==> src/rtl/aq_lsu_port_arb_if.sv <==
`default_nettype none
// ============================================================================
// Module   : aq_lsu_port_arb_if
// Desc     : Requester-side and shared-port handshake bundle for aq_lsu_port_arb
// Revision : 1.0
// ============================================================================
interface aq_lsu_port_arb_if #(
    parameter int NUM = 4,
    parameter int DW  = 64
);
    logic [NUM-1:0]    req_vld;
    logic [NUM-1:0]    req_last;
    logic [NUM*DW-1:0] req_data;
    logic [NUM-1:0]    req_rdy;
    logic              port_vld;
    logic              port_last;
    logic [DW-1:0]     port_data;
    logic [NUM-1:0]    port_src;
    logic              port_rdy;
    logic              flush;
    logic              busy;

    modport slave (
        input  req_vld, req_last, req_data, port_rdy, flush,
        output req_rdy, port_vld, port_last, port_data, port_src, busy
    );

    modport master (
        output req_vld, req_last, req_data, port_rdy, flush,
        input  req_rdy, port_vld, port_last, port_data, port_src, busy
    );
endinterface
`default_nettype wire

==> src/rtl/aq_lsu_port_arb.sv <==
`default_nettype none
// ============================================================================
// Module   : aq_lsu_port_arb
// Desc     : Least-recently-granted arbiter sharing one LSU port among NUM
//            requesters, with burst locking. Define AQ_PORT_ARB_PIPE_EN for a
//            one-entry registered output stage.
// Revision : 1.0
// ============================================================================
module aq_lsu_port_arb #(
    parameter int NUM = 4,
    parameter int DW  = 64
) (
    input  logic            clk,
    input  logic            rst_b,
    aq_lsu_port_arb_if.slave bus
);
    typedef enum logic [0:0] {IDLE = 1'b0, LOCK = 1'b1} state_t;

    state_t          r_state, w_state_nxt;
    logic [NUM-1:0]  r_own, w_own_nxt;
    logic [NUM-1:0]  r_prio [NUM];
    logic [NUM-1:0]  w_win, w_sel;
    logic            w_beat_vld, w_beat_last, w_take, w_acc;
    logic [DW-1:0]   w_beat_data;

    // r_prio[i][j] set means requester j beats requester i
    generate
        for (genvar gi = 0; gi < NUM; gi++) begin : g_win
            assign w_win[gi] = bus.req_vld[gi] & ~|(bus.req_vld & r_prio[gi]);
        end
    endgenerate

    assign w_sel = (r_state == LOCK) ? r_own : w_win;

    always_comb begin
        w_beat_last = 1'b0;
        w_beat_data = '0;
        for (int i = 0; i < NUM; i++) begin
            if (w_sel[i]) begin
                w_beat_last = w_beat_last | bus.req_last[i];
                w_beat_data = w_beat_data | bus.req_data[i*DW +: DW];
            end
        end
    end

    assign w_beat_vld = ~bus.flush & |(bus.req_vld & w_sel);

`ifdef AQ_PORT_ARB_PIPE_EN
    logic            r_pvld, r_plast;
    logic [DW-1:0]   r_pdata;
    logic [NUM-1:0]  r_psrc;

    assign w_take = ~r_pvld | bus.port_rdy;

    always_ff @(posedge clk or negedge rst_b) begin
        if (!rst_b) begin
            r_pvld  <= 1'b0;
            r_plast <= 1'b0;
            r_pdata <= '0;
            r_psrc  <= '0;
        end else if (bus.flush) begin
            r_pvld  <= 1'b0;
            r_psrc  <= '0;
        end else if (w_take) begin
            r_pvld  <= w_beat_vld;
            r_plast <= w_beat_last;
            r_pdata <= w_beat_data;
            r_psrc  <= w_beat_vld ? w_sel : '0;
        end
    end

    assign bus.port_vld  = r_pvld;
    assign bus.port_last = r_plast;
    assign bus.port_data = r_pdata;
    assign bus.port_src  = r_psrc;
`else
    assign w_take        = bus.port_rdy;
    assign bus.port_vld  = w_beat_vld;
    assign bus.port_last = w_beat_last;
    assign bus.port_data = w_beat_data;
    assign bus.port_src  = w_sel;
`endif

    assign w_acc       = w_beat_vld & w_take;
    assign bus.req_rdy = {NUM{w_acc}} & w_sel;
    assign bus.busy    = (r_state == LOCK);

    always_comb begin
        w_state_nxt = r_state;
        w_own_nxt   = r_own;
        if (bus.flush) begin
            w_state_nxt = IDLE;
            w_own_nxt   = '0;
        end else begin
            case (r_state)
                IDLE: if (w_acc && !w_beat_last) begin
                    w_state_nxt = LOCK;
                    w_own_nxt   = w_sel;
                end
                LOCK: if (w_acc && w_beat_last) begin
                    w_state_nxt = IDLE;
                    w_own_nxt   = '0;
                end
                default: begin
                    w_state_nxt = IDLE;
                    w_own_nxt   = '0;
                end
            endcase
        end
    end

    always_ff @(posedge clk or negedge rst_b) begin
        if (!rst_b) begin
            r_state <= IDLE;
            r_own   <= '0;
        end else begin
            r_state <= w_state_nxt;
            r_own   <= w_own_nxt;
        end
    end

    // Completed owner drops to lowest priority; everyone else now beats it
    always_ff @(posedge clk or negedge rst_b) begin
        if (!rst_b) begin
            for (int i = 0; i < NUM; i++)
                for (int j = 0; j < NUM; j++)
                    r_prio[i][j] <= (j < i);
        end else if (w_acc && w_beat_last) begin
            for (int i = 0; i < NUM; i++) begin
                if (w_sel[i]) r_prio[i] <= ~w_sel;
                else          r_prio[i] <= r_prio[i] & ~w_sel;
            end
        end
    end
endmodule
`default_nettype wire
==> src/flat_wrapper.sv <==
// flat-port wrapper written by rule: the top's interface ports become plain ports
module aq_lsu_port_arb_flat 
#(
    parameter int NUM = 4,
    parameter int DW  = 64
)
  (clk, rst_b, bus_req_vld, bus_req_last, bus_req_data, bus_port_rdy, bus_flush, bus_req_rdy, bus_port_vld, bus_port_last, bus_port_data, bus_port_src, bus_busy);
  aq_lsu_port_arb_if #(.NUM(NUM), .DW(DW)) bus_i ();
  input  logic clk;
  input  logic rst_b;
  input wire logic [$bits(bus_i.req_vld)-1:0] bus_req_vld;
  input wire logic [$bits(bus_i.req_last)-1:0] bus_req_last;
  input wire logic [$bits(bus_i.req_data)-1:0] bus_req_data;
  input wire logic [$bits(bus_i.port_rdy)-1:0] bus_port_rdy;
  input wire logic [$bits(bus_i.flush)-1:0] bus_flush;
  output wire logic [$bits(bus_i.req_rdy)-1:0] bus_req_rdy;
  output wire logic [$bits(bus_i.port_vld)-1:0] bus_port_vld;
  output wire logic [$bits(bus_i.port_last)-1:0] bus_port_last;
  output wire logic [$bits(bus_i.port_data)-1:0] bus_port_data;
  output wire logic [$bits(bus_i.port_src)-1:0] bus_port_src;
  output wire logic [$bits(bus_i.busy)-1:0] bus_busy;
  assign bus_i.req_vld = bus_req_vld;
  assign bus_i.req_last = bus_req_last;
  assign bus_i.req_data = bus_req_data;
  assign bus_i.port_rdy = bus_port_rdy;
  assign bus_i.flush = bus_flush;
  assign bus_req_rdy = bus_i.req_rdy;
  assign bus_port_vld = bus_i.port_vld;
  assign bus_port_last = bus_i.port_last;
  assign bus_port_data = bus_i.port_data;
  assign bus_port_src = bus_i.port_src;
  assign bus_busy = bus_i.busy;
  aq_lsu_port_arb #(.NUM(NUM), .DW(DW)) u_core (.clk(clk), .rst_b(rst_b), .bus(bus_i));
endmodule
==> config.mk <==
export PLATFORM = sky130hd
export DESIGN_NAME = aq_lsu_port_arb_flat
export DESIGN_NICKNAME = d
export VERILOG_FILES = /design/src/rtl/aq_lsu_port_arb_if.sv /design/src/rtl/aq_lsu_port_arb.sv /design/src/flat_wrapper.sv
export SDC_FILE = /design/constraint.sdc
export NUM_CORES = 1
export LEC_CHECK = 0
export CAP_MARGIN = 20
export CELL_PAD_IN_SITES_DETAIL_PLACEMENT = 0
export CELL_PAD_IN_SITES_GLOBAL_PLACEMENT = 1
export CORE_MARGIN = 1.5
export CORE_UTILIZATION = 15
export CTS_BUF_LIST = sky130_fd_sc_hd__clkbuf_16
export DETAILED_ROUTE_END_ITERATION = 10
export PLACE_DENSITY = 0.83
export SYNTH_ARGS = -nofsm -noshare
export SYNTH_HDL_FRONTEND = slang
export SYNTH_SLANG_ARGS = --single-unit
==> constraint.sdc <==
create_clock -name clk -period 2.1 [get_ports clk]
set_input_delay 0.21 -clock clk [delete_from_list [all_inputs] [get_ports clk]]
set_output_delay 0.21 -clock clk [all_outputs]
set_load 0.1 [all_outputs]
=== Word-level counts from Yosys, hierarchy flattened ===
Cells that the tools add are included.

* Reductions and logical operators: 13
* Multiplexer cells: 21
* Bitwise logic cells: 25
* Eq/ne operators: 2

{| class="wikitable"
|+ Operator list
! kind !! number
|-
| $mux W64 || 4
|-
| $or A64 B64 Y64 || 3
|-
| $and A4 B4 Y4 || 10
|-
| $mux W4 || 8
|-
| $reduce_or A4 Y1 || 5
|-
| $pmux W4 S2 || 1
|-
| $mux W1 || 7
|-
| $and A1 B1 Y1 || 6
|-
| $logic_not A1 Y1 || 5
|-
| $not A4 Y4 || 1
|-
| $ne A3 B2 Y1 const B || 1
|-
| $ne A3 B3 Y1 const B || 1
|-
| $or A1 B1 Y1 || 3
|-
| $logic_and A1 B1 Y1 || 2
|-
| $not A1 Y1 || 2
|-
| $pmux W1 S2 || 1
|-
| $reduce_and A2 Y1 || 1
|}

* Flip-flop bits (word level): 21
* Word-level logic and storage cells: 67
* Input port bits: 268
* Output and inout bits: 75

=== Depth between registers and ports, before layout ===
* Depth in word-level cells: 17
* Gate-level depth with buffers: 9
* Mapped depth without buffers: 6

=== Worst setup path before layout ===
Ideal clock, no wire load.

* Kind: flip-flop to output port
* From: register u_core.r_state, in the netlist u_core.bus.busy
* To: output bus_req_rdy[0]
* Buffers on the path: 4
* Cell stages (with the launch flop): 9
* Data arrival time: 3.225 ns
* Data required time: 1.890 ns
* Setup slack: -1.335 ns
* Cells stage by stage: dfrtp_1 -> buf_4 -> a211o_1 -> nor3_1 -> nand2b_1 -> buf_2 -> buf_2 -> buf_2 -> and2_1

* Longest elaborated chain between the ends: 6

{| class="wikitable"
|+ RTL lines
! what !! line !! text
|-
| start: declaration || aq_lsu_port_arb.sv:19 || <nowiki>state_t r_state, w_state_nxt;</nowiki>
|-
| start signal: assignment || aq_lsu_port_arb.sv:117 || <nowiki>r_state <= w_state_nxt;</nowiki>
|-
| $mux W4 * || aq_lsu_port_arb.sv:33 || <nowiki>assign w_sel = (r_state == LOCK) ? r_own : w_win;</nowiki>
|-
| net bus_port_src[0] || flat_wrapper.sv:20 || <nowiki>output wire logic [$bits(bus_i.port_src)-1:0] bus_port_src;</nowiki>
|-
| $and A4 B4 Y4 || aq_lsu_port_arb.sv:46 || <nowiki>assign w_beat_vld = ~bus.flush & |(bus.req_vld & w_sel);</nowiki>
|-
| $reduce_or A4 Y1 || aq_lsu_port_arb.sv:46 ||
|-
| $and A1 B1 Y1 || aq_lsu_port_arb.sv:46 ||
|-
| $and A1 B1 Y1 || aq_lsu_port_arb.sv:84 || <nowiki>assign w_acc = w_beat_vld & w_take;</nowiki>
|-
| $and A4 B4 Y4 * || aq_lsu_port_arb.sv:85 || <nowiki>assign bus.req_rdy = {NUM{w_acc}} & w_sel;</nowiki>
|-
| end: declaration || flat_wrapper.sv:16 || <nowiki>output wire logic [$bits(bus_i.req_rdy)-1:0] bus_req_rdy;</nowiki>
|}

Mark *: on every way through the listed nets, which the timed path passes. The rest lies on a longest branch.

=== Worst setup path in the final report ===
* From: register u_core.r_state, in the netlist u_core.bus.busy
* To: output bus_port_data[41]

* Longest elaborated chain between the ends: 8

{| class="wikitable"
|+ RTL lines
! what !! line !! text
|-
| $mux W4 * || aq_lsu_port_arb.sv:33 ||
|-
| $mux W64 || aq_lsu_port_arb.sv:39 || <nowiki>if (w_sel[i]) begin</nowiki>
|-
| $or A64 B64 Y64 || aq_lsu_port_arb.sv:41 || <nowiki>w_beat_data = w_beat_data | bus.req_data[i*DW +: DW];</nowiki>
|-
| $mux W64 || aq_lsu_port_arb.sv:39 ||
|-
| $or A64 B64 Y64 || aq_lsu_port_arb.sv:41 ||
|-
| $mux W64 || aq_lsu_port_arb.sv:39 ||
|-
| $or A64 B64 Y64 || aq_lsu_port_arb.sv:41 ||
|-
| $mux W64 * || aq_lsu_port_arb.sv:39 ||
|-
| end: declaration || flat_wrapper.sv:19 || <nowiki>output wire logic [$bits(bus_i.port_data)-1:0] bus_port_data;</nowiki>
|}

Every way passes the cells marked *; elsewhere a longest branch is shown, timed or not.

==> summary.md <==
| Metric | Value |
|---|---|
| Via density | `4.786` |
| Avg WL per Cell | `roughly 22 um` |
| Worst setup EP type | `output pin` |
| Worst-path clk slew | `0.06 ns` |
| 1st-iter DRT viols | `170` |
| Initial core utilization | `around 15%` |
| Vias | `4,489` |
| Final TNS setup | `-14.84 ns` |
| Die W | `132.1 um` |
| Final hold slack | `0.2995 ns` |
| Critical Path RT | `1.89 ns` |
| # H-tree levels | `1` |
| Num CTS Buffers | `3` |
| RSZ-0062 raised after global routing | `yes` |
| Final core occ | `between 50% and 60%` |
| Combinational cell fraction of total power | `92.9%` |
| Die area | `around 0.017 sq mm` |
| #FFs+latches synth | `21` |
| Leakage | `0.003398 uW` |
| Clock tree buffer depth | `2` |
| Post-route cell area | `0.008666 sq mm` |
| Syn_nets | `603` |
| GR Util All Layers | `between 20 and 25%` |
| RR Startpoint | `u_core.bus.busy$_DFF_PN0_` |
| Cell Rows | `47` |
| Post-Syn Area | `0.002501 sq mm` |
| CP arrival | `about 2.2 ns` |
| CTS root buf | `clkbuf_16` |
| Crit start category | `flip-flop` |
| F_max | `0.4211 GHz` |
| Fill cell count | `approximately 1,400` |
| Hold Path Class | `input port to asynchronous set/reset pin` |
| First-pass GRT wire length | `29.32 mm` |
| Share of power burned in registers | `4.5%` |
| Synthesized instance count | `335` |
| Vias in the first global route | `4,918` |
| Register-to-register setup slack | `-0.03 ns` |
| Share of cells above drive strength 1 | `42.66%` |
| Detailed Route WL | `approximately 21 mm` |
| Synth Area per Inst | `7.466 sq um` |
| Fin nets | `977` |
| Cell variety after synth | `28` |
| Layout area overhead | `246.5%` |
| CTS tree | `done` |
| Crit path kind | `flip-flop to output pin` |
| Setup WS post-layout | `-0.2745 ns` |
| GPL Wtd Cong | `roughly 0.9` |
| Chip Height | `132.1 um` |
| Critical R2R Capture | `u_core.r_prio[3]$_DFFE_PN0P_` |
| Outcome | `finished, violations left` |
| P_int | `about 6400 uW` |
| Antenna violations before repair | `16` |
| Slew margin rel. | `72.35%` |
| Failing checks | `negative setup slack` |
| Switching Share | `58.48%` |
| Final Critical Period | `2.375 ns` |
| I/O pins | `343` |
| Register area share after synthesis | `21.31%` |
| Post-place setup slack | `-0.2375 ns` |
| Reg2reg path depth | `8` |
| Skew-Pair Late Insertion Delay | `0.25 ns` |
| Peak supply drop | `1022 uV` |
| Core area | `between 0.015 and 0.02 sq mm` |
| Worst slew pin tran | `0.4148 ns` |
| Clock power share | `about 2.6%` |
| Final Cycle Share | `113.1%` |
| Max cap viols | `0` |
| Net switching power | `between 8000 and 9000 uW` |
| Port bufs | `342` |
| Final hold vios | `0` |
| Worst Path Max Fanout | `28` |
| DRC errors left | `0` |
| Grt total ovfl | `0` |
| Clk_skew | `0.001382 ns` |
| Final setup fails | `74` |
| PwrDens | `~1800 mW/mm^2` |
| DP HPWL | `between 15 and 20 mm` |
| Crit. Startpoint | `u_core.bus.busy$_DFF_PN0_` |
| First drt pass iteration count | `4` |
| Placed cell area | `0.007868 sq mm` |
| Largest net degree at the start of global routing | `37` |
| Final ANT Viol Nets | `0` |
| Final slew viol count | `0` |
| Clock net sink count | `21` |
| Yosys warns | `0` |
[per-stage QoR]
stage                     instances  power [uW]
after CTS                       917       14880
after detailed placement        902       13940
after global placement          902       13790
final                           938       15380
after floorplan                 335        9109
after global routing            928       15840
[layer usage]
metal / part of all wire (%) / track usage [%]
met5: 0.35 / 0
met1: 37 / 23.90
met3: 11 / 11.88
met4: 2.4 / 4.938
met2: 49 / 37.20
[synth_stat cells]
master	instances	share of area, %
and2_1	8	2.0
a22o_1	5	1.8
and3_4	4	1.8
o21a_1	12	3.6
nand2_1	71	11
a21oi_1	5	1.0
buf_6	1	0.45
inv_1	4	0.60
nand3_1	4	0.80
a211o_1	4	1.4
buf_4	4	1.2
o21ai_0	2	0.40
nand2b_1	9	2.3
mux2i_1	1	0.40
dfstp_2	6	6.3
nor3_1	7	1.4
a22o_2	1	0.40
a31o_1	4	1.4
o21ai_1	3	0.60
o21ai_2	1	0.35
a2111o_1	1	0.45
nand2b_4	1	0.55
clkbuf_1	13	2.0
dfrtp_1	15	15
buf_2	17	3.4
a21oi_2	1	0.35
o31ai_2	1	0.50
a22oi_1	130	39
[logic make-up (layout without fill, tap and decap cells)]
kind of cell,Yosys count,in the layout,share of synthesized area [%]
compound gates,170,170,51.23
simple gates,104,104,19.46
mux,1,1,0.4002
flops,21,21,21.31
buf+inv,39,412,7.604
other cells,0,10,0
[worst max-delay path, cell delays in order (launching register included)]
cell	delay [ns]
dfrtp_4	0.52
a211o_1	0.31
nor3_2	0.16
nand2b_4	0.19
buf_12	0.20
a22oi_1	0.12
buf_4	0.15
nand2_4	0.06
buf_12	0.17
[layout by cell type (no fill, tap or decap), types with 4 or more instances in the layout]
master           Yosys  layout
buf_6                1      10
buf_12               0      88
and2_4               0       4
nand2_1             71       7
buf_8                0       4
nand2b_1             9       6
clkbuf_16            0       8
a22o_1               5       4
nand2_4              0      64
buf_4                4      26
dfrtp_1             15      14
and3_4               4       4
a31o_1               4       4
a22oi_2              0      65
a22oi_1            130      65
diode_2              0      10
and2_1               8       4
inv_1                4       5
clkdlybuf4s50_1      0     263
buf_16               0       4
o21a_1              12      12
dfstp_2              6       6
a21oi_1              5       4
nand2b_4             1       4
[power by group through the flow]
stage / clock network (uW) / registers [uW] / logic, uW
after floorplan: 0 / 694 / 8420
after global placement: 0 / 676 / 13100
after detailed placement: 0 / 684 / 13300
after CTS: 407 / 678 / 13800
after global routing: 431 / 703 / 14700
final: 404 / 692 / 14300
[state kept, by name, summed over array words and instances, names as in the netlist]
name and cells:
u_core.bus.busy 1, u_core.r_own 4, u_core.r_prio 16
[repair_timing]
| action | 4_1_cts | 5_1_grt |
|---|---|---|
| hold buffers | 0 | 0 |
| gates cloned | 4 | 7 |
| pin swaps | 6 | 14 |
| resized for setup | 35 | 38 |
| endpoints found under the setup margin | 72 | 92 |
| buffers inserted | 7 | 4 |
[cell type report]
type | count | area, sq um | share of cell area, %
antenna | 10 | 25.02 | 0.2888
timing repair buffer | 404 | 5040 | 58.16
clock buffer | 3 | 75.07 | 0.8663
inverter | 4 | 15.01 | 0.1733
clock inverter | 1 | 3.754 | 0.04332
multi-input combinational | 275 | 2695 | 31.10
sequential | 21 | 536.8 | 6.194
tap | 220 | 275.3 | 3.176
[worst max path at each step]
stage,end,slack [ns],cells past startpoint
5_1_grt,bus_port_data[32],-0.36,8
6_report,bus_port_data[41],-0.27,8
3_5_place_dp,bus_port_data[41],-0.24,8
3_3_place_gp,bus_port_data[31],-0.21,9
2_1_floorplan,bus_port_data[49],-0.21,7
4_1_cts,bus_port_data[41],-0.25,7
(Power assumes the default switching activity.)
